--- config.mk ---
export PLATFORM = sky130hd
export DESIGN_NAME = reset_sequencer
export DESIGN_NICKNAME = d
export VERILOG_FILES = /design/src/rtl/reset_seq_pkg.sv /design/src/rtl/cycle_timer.sv /design/src/rtl/reset_sequencer.sv
export SDC_FILE = /design/constraint.sdc
export NUM_CORES = 1
export LEC_CHECK = 0
export ABC_AREA = 1
export CAP_MARGIN = 20
export CELL_PAD_IN_SITES_DETAIL_PLACEMENT = 0
export CELL_PAD_IN_SITES_GLOBAL_PLACEMENT = 2
export CORE_MARGIN = 3
export CORE_UTILIZATION = 38
export CTS_BUF_LIST = sky130_fd_sc_hd__clkbuf_2
export CTS_CLUSTER_SIZE = 25
export DETAILED_ROUTE_END_ITERATION = 6
export PLACE_DENSITY_LB_ADDON = 0.08
export SLEW_MARGIN = 10
export SYNTH_ARGS = -nofsm -noshare
export SYNTH_HDL_FRONTEND = slang
export SYNTH_SLANG_ARGS = --single-unit
export TNS_END_PERCENT = 50
--- constraint.sdc ---
create_clock -name clock -period 3.65 [get_ports clock]
set_input_delay 0.73 -clock clock [delete_from_list [all_inputs] [get_ports clock]]
set_output_delay 0.73 -clock clock [all_outputs]
set_load 0.005 [all_outputs]
--- src/rtl/reset_seq_pkg.sv ---
// Shared types and constants for the reset sequencer.
package reset_seq_pkg;

  localparam int FAIL_STAGE_W = 3;

  typedef enum logic [2:0] {
    ST_HOLD    = 3'd0,
    ST_RELEASE = 3'd1,
    ST_WAIT    = 3'd2,
    ST_RUN     = 3'd3,
    ST_FAULT   = 3'd4
  } seq_state_e;

endpackage

--- src/rtl/cycle_timer.sv ---
// Loadable down-counter that saturates at zero; expired marks the last cycle of a count.
module cycle_timer #(
  parameter int             W         = 8,
  parameter logic [W-1:0]   RST_VALUE = '0
) (
  input  logic         clock,
  input  logic         resetn,
  input  logic         load,
  input  logic [W-1:0] load_value,
  output logic         expired
);

  logic [W-1:0] count_q;

  always_ff @(posedge clock or negedge resetn) begin
    if (!resetn) begin
      count_q <= RST_VALUE;
    end else if (load) begin
      count_q <= load_value;
    end else if (count_q != '0) begin
      count_q <= count_q - W'(1);
    end
  end

  // High while the count is 1 (or already 0), so the owner acts on the edge that reaches zero.
  assign expired = (count_q <= W'(1));

endmodule

--- src/rtl/reset_sequencer.sv ---
// Releases STAGES reset domains in order, waiting for each stage's ready, with bounded retries.
// state   | meaning
// HOLD    | all domains in reset, idx cleared, delay timer loaded
// RELEASE | counting DELAY before releasing stage idx
// WAIT    | stage idx released, waiting up to TIMEOUT for ready[idx]
// RUN     | all stages released and ready, done high
// FAULT   | retries exhausted, all domains in reset until restart
module reset_sequencer
  import reset_seq_pkg::*;
#(
  parameter int STAGES    = 4,
  parameter int DELAY     = 1000,
  parameter int TIMEOUT   = 100000,
  parameter int MAX_RETRY = 3
) (
  input  logic                    clock,
  input  logic                    resetn,
  input  logic                    restart,
  input  logic [STAGES-1:0]       ready,
  output logic [STAGES-1:0]       stage_reset,
  output logic [STAGES-1:0]       stage_resetn,
  output logic                    done,
  output logic                    error,
  output logic [FAIL_STAGE_W-1:0] fail_stage
);

  localparam int MAX_DT = (DELAY > TIMEOUT) ? DELAY : TIMEOUT;
  localparam int TW     = $clog2(MAX_DT) + 1;
  localparam int RW     = (MAX_RETRY > 0) ? $clog2(MAX_RETRY + 1) : 1;

  localparam logic [TW-1:0]           DELAY_V     = TW'(DELAY);
  localparam logic [TW-1:0]           TIMEOUT_V   = TW'(TIMEOUT);
  localparam logic [RW-1:0]           MAX_RETRY_V = RW'(MAX_RETRY);
  localparam logic [FAIL_STAGE_W-1:0] LAST_IDX    = FAIL_STAGE_W'(STAGES - 1);

  seq_state_e              state_q, state_d;
  logic [FAIL_STAGE_W-1:0] idx_q, idx_d;
  logic [RW-1:0]           retry_q, retry_d;
  logic [STAGES-1:0]       stage_reset_q, stage_reset_d;
  logic [STAGES-1:0]       stage_resetn_q;
  logic                    done_q, done_d;
  logic                    error_q, error_d;
  logic [FAIL_STAGE_W-1:0] fail_stage_q, fail_stage_d;

  logic                    tmr_load;
  logic [TW-1:0]           tmr_value;
  logic                    tmr_expired;
  logic [7:0]              ready_ext;

  // Zero-extended so idx can index it without a width mismatch for any STAGES.
  assign ready_ext = 8'(ready);

  cycle_timer #(
    .W         (TW),
    .RST_VALUE (DELAY_V)
  ) u_timer (
    .clock      (clock),
    .resetn     (resetn),
    .load       (tmr_load),
    .load_value (tmr_value),
    .expired    (tmr_expired)
  );

  always_comb begin
    state_d       = state_q;
    idx_d         = idx_q;
    retry_d       = retry_q;
    stage_reset_d = stage_reset_q;
    done_d        = done_q;
    error_d       = error_q;
    fail_stage_d  = fail_stage_q;
    tmr_load      = 1'b0;
    tmr_value     = DELAY_V;

    if (restart) begin
      state_d       = ST_HOLD;
      idx_d         = '0;
      retry_d       = '0;
      error_d       = 1'b0;
      done_d        = 1'b0;
      stage_reset_d = '1;
    end else begin
      unique case (state_q)
        ST_HOLD: begin
          stage_reset_d = '1;
          done_d        = 1'b0;
          idx_d         = '0;
          tmr_load      = 1'b1;
          tmr_value     = DELAY_V;
          state_d       = ST_RELEASE;
        end
        ST_RELEASE: begin
          if (tmr_expired) begin
            stage_reset_d = stage_reset_q & ~(STAGES'(1) << idx_q);
            tmr_load      = 1'b1;
            tmr_value     = TIMEOUT_V;
            state_d       = ST_WAIT;
          end
        end
        ST_WAIT: begin
          // A ready seen on the final timeout cycle still counts as success.
          if (ready_ext[idx_q]) begin
            if (idx_q == LAST_IDX) begin
              state_d = ST_RUN;
              done_d  = 1'b1;
              retry_d = '0;
            end else begin
              idx_d     = idx_q + FAIL_STAGE_W'(1);
              tmr_load  = 1'b1;
              tmr_value = DELAY_V;
              state_d   = ST_RELEASE;
            end
          end else if (tmr_expired) begin
            fail_stage_d  = idx_q;
            stage_reset_d = '1;
            if (retry_q < MAX_RETRY_V) begin
              retry_d = retry_q + RW'(1);
              state_d = ST_HOLD;
            end else begin
              error_d = 1'b1;
              state_d = ST_FAULT;
            end
          end
        end
        ST_RUN: begin
          done_d  = 1'b1;
          retry_d = '0;
          if (!(&ready)) begin
            done_d        = 1'b0;
            stage_reset_d = '1;
            state_d       = ST_HOLD;
          end
        end
        ST_FAULT: begin
          stage_reset_d = '1;
          error_d       = 1'b1;
          done_d        = 1'b0;
        end
        default: begin
          stage_reset_d = '1;
          done_d        = 1'b0;
          state_d       = ST_HOLD;
        end
      endcase
    end
  end

  always_ff @(posedge clock or negedge resetn) begin
    if (!resetn) begin
      state_q        <= ST_HOLD;
      idx_q          <= '0;
      retry_q        <= '0;
      stage_reset_q  <= '1;
      stage_resetn_q <= '0;
      done_q         <= 1'b0;
      error_q        <= 1'b0;
      fail_stage_q   <= '0;
    end else begin
      state_q        <= state_d;
      idx_q          <= idx_d;
      retry_q        <= retry_d;
      stage_reset_q  <= stage_reset_d;
      stage_resetn_q <= ~stage_reset_d;
      done_q         <= done_d;
      error_q        <= error_d;
      fail_stage_q   <= fail_stage_d;
    end
  end

  assign stage_reset  = stage_reset_q;
  assign stage_resetn = stage_resetn_q;
  assign done         = done_q;
  assign error        = error_q;
  assign fail_stage   = fail_stage_q;

endmodule
==> metrics.md <==
| Metric | Value |
|---|---|
| Sw frac | 0.431 |
| Htree depth | 2 |
| Internal | 0.898 mW |
| Nets | between 300 and 400 |
| Port Buffers | 19 |
| Sequential area share after synthesis | 0.411 |
| Area of the die | 7320 um2 |
| Buf+Inv Stages, Crit Path | 1 |
| Placed Instance Area | 2670 um2 |
| Synth top area cells | dfrtp_1 30%, dfstp_2 11%, nand2_1 10%, inv_1 7.5%, nand3_1 5.2% |
| Leak pwr | about 1.3 nW |
| Fmax | 453 MHz |
| Crit-path slowest cell | dfstp_2 |
| Max Clock Skew | roughly 0.024 ns |
| Worst slew pin tran | between 0.9 and 1 ns |
| Drt initial violations | 69 |
| Post-Route WL | 5380 um |
| Number of flops mapped to enable cells by yosys | 0 |
| Status | completed |
| Hold-fix buffers at CTS | 0 |
| Core Region | approximately 6000 um2 |
| Final hold viol count | 0 |
| DRC | 0 |
| Fin Setup TNS | 0 ns |
| Tcrit/Tclk final | 0.604 |
| Ratio of cells with drive above 1 in the final layout | 0.152 |
| Post-DP HPWL | around 4200 um |
| Worst hold path class | primary input to asynchronous set/reset pin |
| Required time worst endpoint | roughly 2.9 ns |
| Worst-path clk slew | 0.23 ns |
| Synth top area share | 0.302 |
| Vias per inst | roughly 4.8 |
| Crit Path Category | register to output port |
| #FFs+latches synth | 39 |
| Arr. time, crit path | around 1.5 ns |
| Peak VDD IR | ~250 uV |
| Sequential power share | 0.428 |
| Post-CTS sizing | 0 |
| CP max FO | 3 |
| Largest stage delay, worst path | about 0.59 ns |
| Post-Syn Area per Cell | 7.91 um2 |
| Critical path's top delay family | flip-flops |
| YS warnings | 0 |
| Commonest register cell after synthesis | dfrtp_1 |
| Worst skew pair latency | 0.41 ns |
| Max Cap Viol | 0 |
| TritonCTS buffer count | 5 |
| Non-filler cells, final | ~400 |
| CTS tree | done |
| Startpoint Class | register |
| Placed Cells | a little under 400 |
| DR WL/cell | between 10 and 15 um |
| Vias | 1932 |
| Max Slew Vio Count | 0 |
| Clock group share of total power | 0.130 |
| Final Setup Violations | 0 |
| Netlist Area Pre-Place | 2400 um2 |
| Count leader, synth | nand2_1 |
| Clock Tree Root | clkbuf_2 |
| Initial antenna violation count | 0 |
| Area delta synth->final | 12.6% |
| Number of standard cells after synthesis | 304 |
| Cell Rows | 28 |
| Largest net degree at the start of global routing | 40 |
| Setup WS post-layout | ~1.4 ns |
| Clock Sink Count | 39 |
| Power Dens Cells | ~580 nW/um2 |
| Vias in the first global route | between 1500 and 2000 |
| Leading area contributor after synthesis | dfrtp_1 |
| CP Cell Sequence | clkdlybuf4s50_1 |
| Grt total ovfl | 0 |
| Postcts setup bufs | 0 |
| Post-synth cell types | 32 |
| RD Place Congestion | between 0.7 and 0.8 |
| Drt pass-1 iters | 4 |
| Ports | 20 |
| Synth Net Count | between 300 and 400 |
| Antenna-violating nets left | 0 |
| Fill count | around 630 |
| Net Sw Power | between 0.6 and 0.7 mW |
| Max_slew headroom | 0.397 |
| CP endpoint kind | output port |
| Overall Power | 1.58 mW |
| # diodes | 0 |
| Die width | between 80 and 90 um |
| Final min period | between 2 and 2.5 ns |
| Post-route cell area | approximately 2700 um2 |
| First-pass GRT wire length | around 9300 um |
| Total track usage | 0.160 |
| Max Root-Sink Buffers | 2 |
| Initial cell density of the core | 0.399 |
| Top cells by count, synth | 66 x nand2_1, 48 x inv_1, 29 x dfrtp_1 |
| RSZ-0062 raised after global routing | false |
| Async SR Flop Fraction | 1.00 |
| Pre-CTS setup slack | 1.22 ns |
| Power share of the combinational group | 0.442 |
| Die H | 85.6 um |
## cell families (layout without fill, tap and decap cells)
kind of cell    after synthesis  in the layout  synth area share
fa+ha+maj                     9              9            0.0468
flops                        39             39             0.411
buf+inv                      53             78            0.0874
compound gates               33             33            0.0838
simple gates                161            161             0.338
xor+xnor                      9              9            0.0328
## power groups by stage
| stage | Combinational [mW] | Clock (mW) | Sequential [mW] |
|---|---|---|---|
| finish | 0.698 | 0.205 | 0.676 |
| global route | 0.798 | 0.231 | 0.696 |
| CTS | 0.711 | 0.221 | 0.679 |
| detailed placement | 0.708 | 0 | 0.688 |
| global placement | 0.710 | 0 | 0.686 |
| floorplan | 0.504 | 0 | 0.670 |
## routing by layer
layer  GRT usage  routed length [um]
met2       0.281                2750
met3      0.0355                 150
met1       0.189                2360
met4      0.0633                 125
met5           0                   0
## path summary, 6_finish.rpt
check                              startpoint             endpoint  slack, ns  cells after the start
setup reg to reg           u_timer.count_q[1]  u_timer.count_q[14]       1.53                     10
min in group clock             stage_reset[3]       stage_reset[3]       0.50                      2
max in group asynchronous              resetn             idx_q[1]       2.67                      1
hold / removal                         resetn   u_timer.count_q[1]       0.40                      1
hold reg to reg                stage_reset[3]       stage_reset[3]       0.50                      2
setup / recovery               stage_reset[3]       stage_reset[3]       1.44                      1
## cell type report
cell class	instances	area, um2	area share
clock inverter	2	12.5	0.00462
timing repair buffer	19	185	0.0684
inverter	51	191	0.0707
clock buffer	6	30.0	0.0111
sequential	39	988	0.365
multi-input combinational	212	1210	0.445
tap	75	93.8	0.0347
## cell usage in the layout, fill, tap and decap left out, drive strengths merged, types with 2 or more instances in the layout
cell type / count
nand3b: 2
nor3: 8
dfstp: 10
nand4: 10
o211ai: 4
dfrtp: 29
inv: 51
nand2: 74
a21boi: 2
nor2: 38
a21oi: 9
xor2: 6
o21ai: 14
ha: 9
clkdlybuf4s50: 18
xnor2: 3
clkbuf: 6
nand3: 28
## flip-flops by register name, summed over array words and instances, names as in the netlist, 2 cells and up
register and cells:
fail_stage 3, state_q 3, stage_resetn 4, retry_q 2
stage_reset 4, u_timer.count_q 18, idx_q 3
## metrics by stage
step / hold WS (ns) / utilization
2_1_floorplan: 0.434 / -
3_3_place_gp: 0.466 / 0.442
3_5_place_dp: 0.470 / 0.442
4_1_cts: 0.421 / 0.449
5_1_grt: 0.439 / 0.449
6_report: 0.402 / 0.449
No activity file was read; power rests on OpenSTA's default activity.
